File: src/rtl/instruction_fetch_pkg.sv
// Shared fetch-stage definitions: instruction width, NOP encoding, PC step,
// R-type field positions (shared with the control unit) and the built-in
// boot program image used to populate the instruction ROM.
package instruction_fetch_pkg;

    localparam int INSTR_W = 32;
    localparam logic [31:0] NOP_INSTR = 32'h0000_0000;
    localparam logic [31:0] PC_STEP = 32'd4;

    // Field positions: opcode [31:26], rs [25:21], rt [20:16], rd [15:11], funct [5:0]
    localparam int OPCODE_LSB = 26;
    localparam int OPCODE_W = 6;
    localparam int RS_LSB = 21;
    localparam int RT_LSB = 16;
    localparam int RD_LSB = 11;
    localparam int REG_W = 5;
    localparam int FUNCT_LSB = 0;
    localparam int FUNCT_W = 6;

    // Per-edge action chosen by the fetch priority decoder.
    typedef enum logic [2:0] {
        FETCH_RESET,
        FETCH_REDIRECT,
        FETCH_HOLD,
        FETCH_SQUASH,
        FETCH_NORMAL
    } fetch_op_e;

    // Pack an R-type instruction word; shamt is left at zero.
    function automatic logic [INSTR_W-1:0] rtype_word(
        input logic [OPCODE_W-1:0] op,
        input logic [REG_W-1:0] rs,
        input logic [REG_W-1:0] rt,
        input logic [REG_W-1:0] rd,
        input logic [FUNCT_W-1:0] funct
    );
        logic [INSTR_W-1:0] w;
        w = '0;
        w[OPCODE_LSB +: OPCODE_W] = op;
        w[RS_LSB +: REG_W] = rs;
        w[RT_LSB +: REG_W] = rt;
        w[RD_LSB +: REG_W] = rd;
        w[FUNCT_LSB +: FUNCT_W] = funct;
        return w;
    endfunction

    // Boot program image (contents of instrucciones.mem); unlisted words are NOPs.
    function automatic logic [INSTR_W-1:0] boot_image_word(input int unsigned idx);
        case (idx)
            0: return rtype_word(6'd0, 5'd1, 5'd2, 5'd3, 6'h20);
            1: return rtype_word(6'd0, 5'd2, 5'd3, 5'd4, 6'h22);
            2: return rtype_word(6'd0, 5'd4, 5'd5, 5'd6, 6'h24);
            3: return rtype_word(6'd0, 5'd6, 5'd6, 5'd7, 6'h25);
            4: return rtype_word(6'd0, 5'd7, 5'd7, 5'd8, 6'h20);
            5: return rtype_word(6'd0, 5'd8, 5'd1, 5'd9, 6'h22);
            6: return rtype_word(6'd0, 5'd9, 5'd2, 5'd10, 6'h24);
            7: return rtype_word(6'd0, 5'd10, 5'd3, 5'd11, 6'h25);
            default: return NOP_INSTR;
        endcase
    endfunction

endpackage

File: src/rtl/instruction_rom.sv
// Word-organised instruction ROM with a combinational byte-address read port.
// Addresses at or beyond MEM_DEPTH*4 return a NOP and raise out_of_range,
// so high addresses never alias onto low words.
module instruction_rom
    import instruction_fetch_pkg::*;
#(
    parameter int MEM_DEPTH = 64,
    parameter string INIT_FILE = "instrucciones.mem"
) (
    input  logic [31:0]        addr,
    output logic [INSTR_W-1:0] data,
    output logic               out_of_range
);

    localparam int AW = $clog2(MEM_DEPTH);
    // An empty image name elaborates a blank (all-NOP) ROM.
    localparam bit BLANK_IMAGE = (INIT_FILE == "");
    localparam logic [31:0] BYTE_LIMIT = 32'(MEM_DEPTH) << 2;

    logic [INSTR_W-1:0] w_mem [MEM_DEPTH];
    logic [AW-1:0]      w_index;

    generate
        for (genvar gi = 0; gi < MEM_DEPTH; gi++) begin : g_word
            assign w_mem[gi] = BLANK_IMAGE ? NOP_INSTR : boot_image_word(gi);
        end
    endgenerate

    // Decode the word index and substitute a NOP for out-of-range fetches.
    always_comb begin
        w_index = addr[AW+1:2];
        out_of_range = (addr >= BYTE_LIMIT);
        data = out_of_range ? NOP_INSTR : w_mem[w_index];
    end

endmodule

File: src/rtl/instruction_fetch.sv
// Fetch stage: program counter, ROM lookup and the fetch/decode pipeline
// register feeding TR. Per-edge priority is rst > br_taken > stall > flush > normal.
module instruction_fetch
    import instruction_fetch_pkg::*;
#(
    parameter int MEM_DEPTH = 64,
    parameter string INIT_FILE = "instrucciones.mem",
    parameter logic [31:0] RESET_PC = 32'h0000_0000
) (
    input  logic               clk,
    input  logic               rst,
    input  logic               stall,
    input  logic               flush,
    input  logic               br_taken,
    input  logic [31:0]        br_target,
    output logic [INSTR_W-1:0] TR,
    output logic               tr_valid,
    output logic [31:0]        pc_out,
    output logic [31:0]        pc_plus4,
    output logic               fetch_err,
    output logic [31:0]        inst_count
);

    logic [31:0]        r_pc;
    logic [INSTR_W-1:0] r_tr;
    logic               r_tr_valid;
    logic [31:0]        r_pc_out;
    logic [31:0]        r_pc_plus4;
    logic               r_fetch_err;
    logic [31:0]        r_inst_count;

    logic [INSTR_W-1:0] w_rom_data;
    logic               w_rom_oor;
    fetch_op_e          w_op;

    instruction_rom #(
        .MEM_DEPTH(MEM_DEPTH),
        .INIT_FILE(INIT_FILE)
    ) u_rom (
        .addr        (r_pc),
        .data        (w_rom_data),
        .out_of_range(w_rom_oor)
    );

    // Resolve the competing controls into a single action for this edge.
    always_comb begin
        w_op = FETCH_NORMAL;
        if (rst) begin
            w_op = FETCH_RESET;
        end else if (br_taken) begin
            w_op = FETCH_REDIRECT;
        end else if (stall) begin
            w_op = FETCH_HOLD;
        end else if (flush) begin
            w_op = FETCH_SQUASH;
        end
    end

    // PC, pipeline register, sticky error flag and delivered-instruction counter.
    always_ff @(posedge clk) begin
        case (w_op)
            FETCH_RESET: begin
                r_pc         <= RESET_PC;
                r_tr         <= NOP_INSTR;
                r_tr_valid   <= 1'b0;
                r_pc_out     <= 32'h0;
                r_pc_plus4   <= PC_STEP;
                r_fetch_err  <= 1'b0;
                r_inst_count <= 32'h0;
            end
            FETCH_REDIRECT: begin
                // Targets are forced to word alignment; pc_out/pc_plus4 keep the last real fetch.
                r_pc       <= br_target & ~32'h3;
                r_tr       <= NOP_INSTR;
                r_tr_valid <= 1'b0;
            end
            FETCH_SQUASH: begin
                // The word at the current PC is dropped, not replayed.
                r_pc       <= r_pc + PC_STEP;
                r_tr       <= NOP_INSTR;
                r_tr_valid <= 1'b0;
            end
            FETCH_NORMAL: begin
                r_pc         <= r_pc + PC_STEP;
                r_tr         <= w_rom_data;
                r_tr_valid   <= 1'b1;
                r_pc_out     <= r_pc;
                r_pc_plus4   <= r_pc + PC_STEP;
                r_inst_count <= r_inst_count + 32'd1;
                if (w_rom_oor) begin
                    r_fetch_err <= 1'b1;
                end
            end
            default: begin
                // FETCH_HOLD: everything keeps its value.
            end
        endcase
    end

    assign TR         = r_tr;
    assign tr_valid   = r_tr_valid;
    assign pc_out     = r_pc_out;
    assign pc_plus4   = r_pc_plus4;
    assign fetch_err  = r_fetch_err;
    assign inst_count = r_inst_count;

endmodule

File: config.mk
export PLATFORM = sky130hd
export DESIGN_NAME = instruction_fetch
export DESIGN_NICKNAME = d
export VERILOG_FILES = /design/src/rtl/instruction_fetch_pkg.sv /design/src/rtl/instruction_rom.sv /design/src/rtl/instruction_fetch.sv
export SDC_FILE = /design/constraint.sdc
export NUM_CORES = 1
export LEC_CHECK = 0
export ABC_AREA = 1
export CORE_UTILIZATION = 55
export DETAILED_ROUTE_END_ITERATION = 7
export DONT_BUFFER_PORTS = 1
export PLACE_DENSITY = 0.68
export SLEW_MARGIN = 10
export SYNTH_ARGS = -nofsm -noshare
export SYNTH_HDL_FRONTEND = slang
export SYNTH_SLANG_ARGS = --single-unit
File: constraint.sdc
create_clock -name clk -period 10.2 [get_ports clk]
set_input_delay 2.04 -clock clk [delete_from_list [all_inputs] [get_ports clk]]
set_output_delay 2.04 -clock clk [all_outputs]
set_load 0.02 [all_outputs]
==> results of run 1 <==
## flip-flops by register name, summed over array words and instances, names as in the netlist
signal	count
fetch_err	1
pc_out	30
TR	14
r_pc	30
inst_count	32
pc_plus4	30
tr_valid	1
## cells in the mapped netlist, types with 2 or more instances
master	instances
sky130_fd_sc_hd__a211oi_1	2
sky130_fd_sc_hd__a21oi_1	36
sky130_fd_sc_hd__buf_2	9
sky130_fd_sc_hd__buf_4	22
sky130_fd_sc_hd__clkbuf_1	5
sky130_fd_sc_hd__edfxtp_1	138
sky130_fd_sc_hd__ha_1	5
sky130_fd_sc_hd__inv_1	66
sky130_fd_sc_hd__inv_2	4
sky130_fd_sc_hd__nand2_1	266
sky130_fd_sc_hd__nand2_2	3
sky130_fd_sc_hd__nand2_4	2
sky130_fd_sc_hd__nand3_1	25
sky130_fd_sc_hd__nand3b_1	13
sky130_fd_sc_hd__nor2_1	181
sky130_fd_sc_hd__nor2_2	3
sky130_fd_sc_hd__nor2_4	4
sky130_fd_sc_hd__o21a_1	3
sky130_fd_sc_hd__o21ai_0	20
sky130_fd_sc_hd__xnor2_1	3
sky130_fd_sc_hd__xor2_1	11
## worst max-delay path: stages
cell,delay [ns]
sky130_fd_sc_hd__inv_1,0.04
sky130_fd_sc_hd__nand2_2,0.10
sky130_fd_sc_hd__o21ai_4,0.86
sky130_fd_sc_hd__buf_4,0.74
## final cells by class
type / instances / area [um2]
fillers: 1135 / 4780
flip-flops and latches: 138 / 4140
multi-input cells: 606 / 2690
clock buffers: 18 / 429
inverters: 70 / 263
well taps: 172 / 215
clock inverters: 14 / 178
repair buffers: 4 / 30.0
## stage by stage
stage,utilization,setup slack [ns],area [um2],cells,power (mW)
final,0.624,6.41,7940,1022,1.44
after global placement,0.577,6.01,7340,990,0.809
after CTS,0.624,6.39,7940,1022,1.45
after detailed placement,0.577,5.91,7340,990,0.811
after floorplan,-,0.733,7300,851,0.794
after global routing,0.624,6.20,7940,1022,1.49
## logic make-up (layout without fill, tap and decap cells)
kind of cell | count (synthesis) | after routing | synth area share
other cells | 1 | 21 | 0.000519
xor+xnor | 14 | 14 | 0.0170
buf+inv | 107 | 106 | 0.0685
compound gates | 63 | 63 | 0.0464
simple gates | 503 | 503 | 0.286
flops | 138 | 138 | 0.573
fa+ha+maj | 5 | 5 | 0.00866
## routing by layer
metal,part of all wire,vias up
met3,0.089,16
li1,-,2668
met1,0.45,2567
met2,0.45,228
met5,0,-
met4,0.011,0
## worst min-delay path by stage
stage	start	end	slack (ns)	depth (start not counted)
5_1_grt	r_pc[31]	pc_out[31]	0.71	2
4_1_cts	r_pc[31]	pc_out[31]	0.67	2
2_1_floorplan	r_pc[31]	pc_out[31]	0.58	2
3_5_place_dp	r_pc[31]	pc_out[31]	0.65	2
3_3_place_gp	r_pc[31]	pc_out[31]	0.64	2
6_report	r_pc[3]	TR[1]	0.67	1
## power groups by stage
stage / registers [mW] / clock network [mW] / logic (mW)
final: 0.722 / 0.644 / 0.0787
after global routing: 0.727 / 0.671 / 0.0891
after CTS: 0.722 / 0.648 / 0.0790
after detailed placement: 0.733 / 0 / 0.0786
after global placement: 0.732 / 0 / 0.0763
after floorplan: 0.725 / 0 / 0.0689
==> impl_metrics.yaml, run 1 <==
clock_network:
  number_of_hold_repair_buffers_added_at_the_cts_stage: 0
  tritoncts: "done"
  cts.clk_slew.worst_paths_ns: 0.06
  tritoncts_num_sinks: 138
  insertion_delay_ns: 0.43
  cts_root_buffer: "sky130_fd_sc_hd__clkbuf_16"
  postcts_setup_bufs: 0
  cts_resized: 0
  numCtsBuffers: 17
  clockBufferDepth: 2
  h-tree-depth: 4
cells_and_area:
  num_antenna_cells: 0
  syn_to_final_growth_pct: 9.90
  drive_above_1_share: 0.0659
  final_common_cell: "sky130_fd_sc_hd__nand2_1"
  mostFrequentLayoutCells: "266 x sky130_fd_sc_hd__nand2_1, 179 x sky130_fd_sc_hd__nor2_1, 138 x sky130_fd_sc_hd__edfxtp_1, 66 x sky130_fd_sc_hd__inv_1, 36 x sky130_fd_sc_hd__a21oi_1"
  nNetsFinal: 879
sta:
  rsz_0062_raised_after_global_routing: "false"
  finalSetupViolCount: 0
  worst_slew_pin_slew_ns: 1.10
  timing.final.hold_violations: 0
  finalSetupTns_ns: 0
  timing.final.crit_period_ns: 3.79
  layout_worst_path_cycle_share: 0.371
  slew_viol_final: 0
  maxClockFrequency_mhz: 264
  fin_worst_hold_slack_ns: 0.668
  timing.slew.headroom: 0.263
  clock-skew-final_ns: 0.0109
synthesis:
  ys_seq_elements: 138
  synth_top_cell_area_share: 0.573
  syn_area_mm2: 0.00723
  synth-async-reset-ratio: 0
  yosys_warnings: 0
  post-synth-top-area-cell: "sky130_fd_sc_hd__edfxtp_1"
  avgSynthCellArea_um2: 8.70
  ys_seq_area_frac: 0.573
  flip_flop_cell_with_the_highest_count_after_synthesis: "sky130_fd_sc_hd__edfxtp_1"
  synth_area_leaders: "sky130_fd_sc_hd__edfxtp_1 57%, sky130_fd_sc_hd__nand2_1 14%, sky130_fd_sc_hd__nor2_1 9.4%"
  synth_enable_flop_cells: 138
  synthCells: 831
  synth_cell_type_count: 31
power:
  power-per-cell-area_mw_per_mm2: 182
  power.share.sequential: 0.500
  vdd_ir_drop_max_mv: 0.111
  internal-power_mw: 1.09
  leakage_power_nw: 3.01
  p_switching_uw: 358
  pwr-share-clk: 0.446
  pwr-share-comb: 0.054
  switching_share: 0.248
grt:
  globalRoute.totalOverflow: 0
  grt.met3_usage: 0.0768
  groute.layer.met2.usage: 0.412
  via_count_of_the_first_global_routing_pass: 5208
  grt_first_pass_wirelength_um: 27600
  grtUsageMet1: 0.395
  grt_max_degree: 59
  antenna_found_initial: 0
  grt_busiest_layer: "met2"
  track_usage: 0.278
detailed_routing:
  drc: 0
  ant_nets: 0
  routed_wire_length_per_instance_um: 17.4
  vias: 5479
  first_pass_iters: 5
  vias_per_cell: 5.36
  dr.first_iter.drc_count: 465
  drt-total-wl_um: 17700
critical_path:
  critical_path_arrival_ns: 3.84
  r2r_setup_slack_ns: 7.73
  r2r-end: "pc_plus4[18]"
  crit_path_start: "stall"
  critical_path.endpoint: "inst_count[22]"
  worstSetupStartpointType: "primary input"
  worst_ep_required_time_ns: 10.26
  worst-path-max-fanout: 58
  worstSetupEndpointType: "flip-flop"
  critical_path.reg2reg.startpoint: "r_pc[2]"
  crit_type: "in2reg"
  r2r_cells: 9
floorplan:
  rows: 41
  chipHeight_um: 117
  num_io_pins: 167
  dieArea_mm2: 0.0136
  die_width_um: 117
  core-area_mm2: 0.0127
  initial_core_util: 0.568
min_path:
  timing.hold.worst.class: "reg2reg"
place:
  hpwl_um: 12800
  globalplace.congestion: 0.919
  buffer_ports.inserted: 0
flow_run:
  max_cap_viol_count: 0
run_status:
  outcome: "finished clean"
(Power assumes the default switching activity.)
==> run 2, diff against run 1 <==
--- a/config.mk
+++ b/config.mk
@@ -9,7 +9,7 @@
 export CORE_UTILIZATION = 55
 export DETAILED_ROUTE_END_ITERATION = 7
 export DONT_BUFFER_PORTS = 1
-export PLACE_DENSITY = 0.68
+export PLACE_DENSITY = 0.71
 export SLEW_MARGIN = 10
 export SYNTH_ARGS = -nofsm -noshare
 export SYNTH_HDL_FRONTEND = slang
==> constraint.sdc (replaced) <==
create_clock -name clk -period 3.1 [get_ports clk]
set_input_delay 0.62 -clock clk [delete_from_list [all_inputs] [get_ports clk]]
set_output_delay 0.62 -clock clk [all_outputs]
set_load 0.02 [all_outputs]
==> impl_metrics.yaml, run 2 (same netlist as run 1, synthesis figures left out) <==
floorplan:
  dieArea_mm2: 0.0136
  core-area_mm2: 0.0127
  chipHeight_um: 117
  num_io_pins: 167
  initial_core_util: 0.568
  rows: 41
  die_width_um: 117
sta:
  rsz_0062_raised_after_global_routing: "false"
  maxClockFrequency_mhz: 432
  slew_viol_final: 0
  finalSetupTns_ns: 0
  timing.final.crit_period_ns: 2.32
  timing.final.hold_violations: 0
  fin_worst_hold_slack_ns: 0.372
  layout_worst_path_cycle_share: 0.747
  clock-skew-final_ns: 0.00957
  finalSetupViolCount: 0
  worst_slew_pin_slew_ns: 0.586
  timing.slew.headroom: 0.610
critical_path:
  crit_type: "reg2reg"
  worstSetupEndpointType: "flip-flop"
  r2r-end: "r_pc[14]"
  critical_path_arrival_ns: 2.50
  worstSetupStartpointType: "flip-flop"
  critical-path-top-cell-by-count: "sky130_fd_sc_hd__nand2_1"
  critical-path-max-stage-delay_ns: 0.60
  timing.critical_path.slowest_stage_cell: "sky130_fd_sc_hd__edfxtp_1"
  r2r_cells: 8
  worst_ep_required_time_ns: 3.28
  worst-path-max-fanout: 10
  r2r_setup_slack_ns: 0.78
  critical_path.cell_chain: "ha_1 > nand3_1 > inv_1 > nand2_1 > nor2_1 > nand2_1 > nand3_1 > nand2_1"
  critical_path.reg2reg.startpoint: "r_pc[2]"
clock_network:
  numCtsBuffers: 17
  insertion_delay_ns: 0.43
  h-tree-depth: 4
  cts.clk_slew.worst_paths_ns: 0.06
  tritoncts: "done"
  tritoncts_num_sinks: 138
  number_of_hold_repair_buffers_added_at_the_cts_stage: 0
  cts_resized: 0
  clockBufferDepth: 2
  postcts_setup_bufs: 0
  cts_root_buffer: "sky130_fd_sc_hd__clkbuf_16"
power:
  pwr-share-clk: 0.469
  power-per-cell-area_mw_per_mm2: 617
  power.share.sequential: 0.479
  power_mw: 4.96
  p_switching_mw: 1.20
  vdd_ir_drop_max_mv: 0.430
  leakage_power_nw: 3.06
  internal-power_mw: 3.76
  pwr-share-comb: 0.053
  switching_share: 0.242
min_path:
  endpoint_of_the_worst_hold_path: "pc_plus4[13]"
  launch_instance_of_the_worst_min_delay_path: "flush"
  hold-path-cell-count: 1
  timing.hold.worst.class: "in2reg"
detailed_routing:
  routed_wire_length_per_instance_um: 17.3
  vias: 5466
  ant_nets: 0
  vias_per_cell: 5.34
  first_pass_iters: 5
  dr.first_iter.drc_count: 528
  drc: 0
  drt-total-wl_um: 17700
cells_and_area:
  number_of_flip_flops_in_the_largest_register: 32
  mostFrequentLayoutCells: "266 x sky130_fd_sc_hd__nand2_1, 180 x sky130_fd_sc_hd__nor2_1, 138 x sky130_fd_sc_hd__edfxtp_1, 66 x sky130_fd_sc_hd__inv_1, 36 x sky130_fd_sc_hd__a21oi_1"
  syn_to_final_growth_pct: 11.2
  final_common_cell: "sky130_fd_sc_hd__nand2_1"
  drive_above_1_share: 0.0693
  nNetsFinal: 880
  num_antenna_cells: 0
place:
  globalplace.congestion: 0.918
  hpwl_um: 12300
  buffer_ports.inserted: 0
grt:
  grt_max_degree: 93
  globalRoute.totalOverflow: 0
  antenna_found_initial: 0
  via_count_of_the_first_global_routing_pass: 5312
  grt_first_pass_wirelength_um: 27400
  track_usage: 0.274
run_status:
  outcome: "finished clean"
flow_run:
  max_cap_viol_count: 0
==> run 2: power groups by stage <==
stage / clock network (mW) / logic, mW / registers (mW)
after floorplan: 0 / 0.228 / 2.37
after global placement: 0 / 0.252 / 2.41
after CTS: 2.34 / 0.261 / 2.37
after global routing: 2.41 / 0.297 / 2.39
final: 2.32 / 0.261 / 2.37
after detailed placement: 0 / 0.258 / 2.41
==> run 2: stage by stage <==
stage	cell area [um2]	instances	setup slack, ns	utilization
floorplan	7310	851	0.227	-
global placement	7370	991	0.874	0.579
detailed placement	7370	991	0.822	0.579
CTS	8040	1023	0.797	0.632
global route	8040	1023	0.588	0.632
finish	8040	1023	0.784	0.632
==> run 2: cell type report <==
cell class | count | area (um2)
clock buffers | 18 | 429
inverters | 70 | 263
flip-flops and latches | 138 | 4140
multi-input cells | 606 | 2680
well taps | 172 | 215
fillers | 1104 | 4680
clock inverters | 14 | 244
repair buffers | 5 | 62.6
==> run 2: worst max path at each step <==
stage	startpoint	to	slack [ns]
floorplan	flush	inst_count[0]	0.23
global placement	r_pc[2]	r_pc[18]	0.87
detailed placement	r_pc[2]	r_pc[14]	0.82
CTS	r_pc[2]	r_pc[18]	0.80
global route	r_pc[2]	r_pc[18]	0.59
finish	r_pc[2]	r_pc[14]	0.78
==> run 2: critical path: cells and delay by family (launching register included) <==
family / cells / cell delay [ns]
buffers and inverters: 1 / 0.23
flip-flops: 1 / 0.60
adder cells (fa/ha/maj): 1 / 0.38
AND/OR/NAND/NOR: 6 / 0.88
==> run 2: routing by layer <==
layer  share of wire  track usage  up-vias  wire length [um]
met1            0.43        0.356     2562              7600
met2            0.47        0.431      218              8260
met4           0.023        0.118        0               401
met5               0            0        -                 0
met3           0.079       0.0758       26              1400
li1                -            -     2660                 -
==> run 3, diff against run 2 <==
--- a/config.mk
+++ b/config.mk
@@ -9,7 +9,7 @@
 export CORE_UTILIZATION = 55
 export DETAILED_ROUTE_END_ITERATION = 7
 export DONT_BUFFER_PORTS = 1
-export PLACE_DENSITY = 0.71
+export PLACE_DENSITY = 0.68
 export SLEW_MARGIN = 10
 export SYNTH_ARGS = -nofsm -noshare
 export SYNTH_HDL_FRONTEND = slang
==> constraint.sdc (replaced) <==
create_clock -name clk -period 2.4 [get_ports clk]
set_input_delay 0.48 -clock clk [delete_from_list [all_inputs] [get_ports clk]]
set_output_delay 0.48 -clock clk [all_outputs]
set_load 0.02 [all_outputs]
==> impl_metrics.yaml, run 3 (same netlist as run 1, synthesis figures left out) <==
run_status:
  outcome: "finished clean"
sta:
  timing.final.hold_violations: 0
  finalSetupViolCount: 0
  maxClockFrequency_mhz: 488
  clock-skew-final_ns: 0.00831
  timing.final.crit_period_ns: 2.05
  slew_viol_final: 0
  layout_worst_path_cycle_share: 0.854
  worst_slew_pin_slew_ns: 0.524
  timing.slew.headroom: 0.651
  timing.final.ws_setup_ns: 0.351
  rsz_0062_raised_after_global_routing: "false"
  fin_worst_hold_slack_ns: 0.243
place:
  post-place-ws_ns: 0.396
  buffer_ports.inserted: 0
  placed_cell_area_mm2: 0.00746
  globalplace.congestion: 0.925
  hpwl_um: 13200
detailed_routing:
  drt-total-wl_um: 17800
  drc: 0
  vias: 5530
  routed_wire_length_per_instance_um: 17.3
  dr.first_iter.drc_count: 458
  ant_nets: 0
  first_pass_iters: 7
  vias_per_cell: 5.37
grt:
  track_usage: 0.277
  via_count_of_the_first_global_routing_pass: 5234
  grt_first_pass_wirelength_um: 27700
  grt_max_degree: 31
  antenna_found_initial: 0
  globalRoute.totalOverflow: 0
cells_and_area:
  final_instance_area_mm2: 0.00804
  finalCoreUtilization: 0.632
  num_antenna_cells: 0
  syn_to_final_growth_pct: 11.3
  drive_above_1_share: 0.0734
  number_of_flip_flops_in_the_largest_register: 32
  final_common_cell: "sky130_fd_sc_hd__nand2_1"
  mostFrequentLayoutCells: "266 x sky130_fd_sc_hd__nand2_1, 180 x sky130_fd_sc_hd__nor2_1, 138 x sky130_fd_sc_hd__edfxtp_1, 66 x sky130_fd_sc_hd__inv_1, 36 x sky130_fd_sc_hd__a21oi_1"
  nNetsFinal: 888
clock_network:
  cts_resized: 0
  cts.clk_slew.worst_paths_ns: 0.06
  numCtsBuffers: 17
  h-tree-depth: 4
  postcts_setup_bufs: 0
  cts_root_buffer: "sky130_fd_sc_hd__clkbuf_16"
  number_of_hold_repair_buffers_added_at_the_cts_stage: 0
  insertion_delay_ns: 0.41
  clockBufferDepth: 2
  tritoncts: "done"
  tritoncts_num_sinks: 138
floorplan:
  die_width_um: 117
  dieArea_mm2: 0.0136
  rows: 41
  core-area_mm2: 0.0127
  initial_core_util: 0.568
  chipHeight_um: 117
  num_io_pins: 167
critical_path:
  worst_ep_required_time_ns: 2.56
  critical-path-top-cell-by-count: "sky130_fd_sc_hd__nand2_1"
  worst-path-max-fanout: 14
  timing.critical_path.slowest_stage_cell: "sky130_fd_sc_hd__edfxtp_1"
  critical-path-max-stage-delay_ns: 0.61
  crit_type: "reg2reg"
  critical_path_arrival_ns: 2.21
  critical_path.cell_chain: "nand3_1 > inv_1 > nand2_1 > o21ai_0 > nand2_1 > nand2_1 > nand2_1"
  worstSetupStartpointType: "flip-flop"
  worstSetupEndpointType: "flip-flop"
flow_run:
  max_cap_viol_count: 0
power:
  leakage_power_nw: 3.06
  power-per-cell-area_mw_per_mm2: 748
  vdd_ir_drop_max_mv: 0.466
min_path:
  timing.hold.worst.class: "in2reg"
run 3: path summary, 6_finish.rpt:
path | cells after the start | endpoint | slack (ns) | startpoint
worst max-delay path | 7 | r_pc[18] | 0.35 | r_pc[4]
worst min-delay path | 1 | pc_plus4[13] | 0.24 | flush
worst max register to register | 7 | r_pc[18] | 0.35 | r_pc[4]
worst min register to register | 2 | pc_out[31] | 0.66 | r_pc[31]
run 3: cell type report:
class                           count  area (um2)
Multi-Input combinational cell    606        2690
Fill cell                        1101        4680
Timing Repair Buffer               13         148
Sequential cell                   138        4140
Clock buffer                       18         429
Tap cell                          172         215
Inverter                           70         265
Clock inverter                     13         153
run 3: power by group:
part	switching (mW)	internal, mW
Clock	0.979	1.62
Combinational	0.262	0.105
Sequential	0.250	2.81
Total	1.49	4.53
run 3: metal layers:
layer	vias up	track usage	share of wire
met4	0	0.0743	0.012
met5	-	0	0
met1	2603	0.377	0.45
met2	234	0.428	0.46
met3	17	0.0882	0.086
li1	2676	-	-
run 3: through the flow:
stage	std cells	TNS [ns]	power, mW
after detailed placement	999	0	3.47
after global routing	1030	0	6.23
final	1030	0	6.02
after floorplan	851	-24.69	3.36
after CTS	1030	0	6.05
after global placement	999	0	3.46
run 3: critical path: cells and delay by family, from the launching register on:
family                 cells  cell delay [ns]
AO/OA/AOI/OAI              1             0.21
AND/OR/NAND/NOR            5             0.72
flip-flops                 1             0.61
buffers and inverters      1             0.25
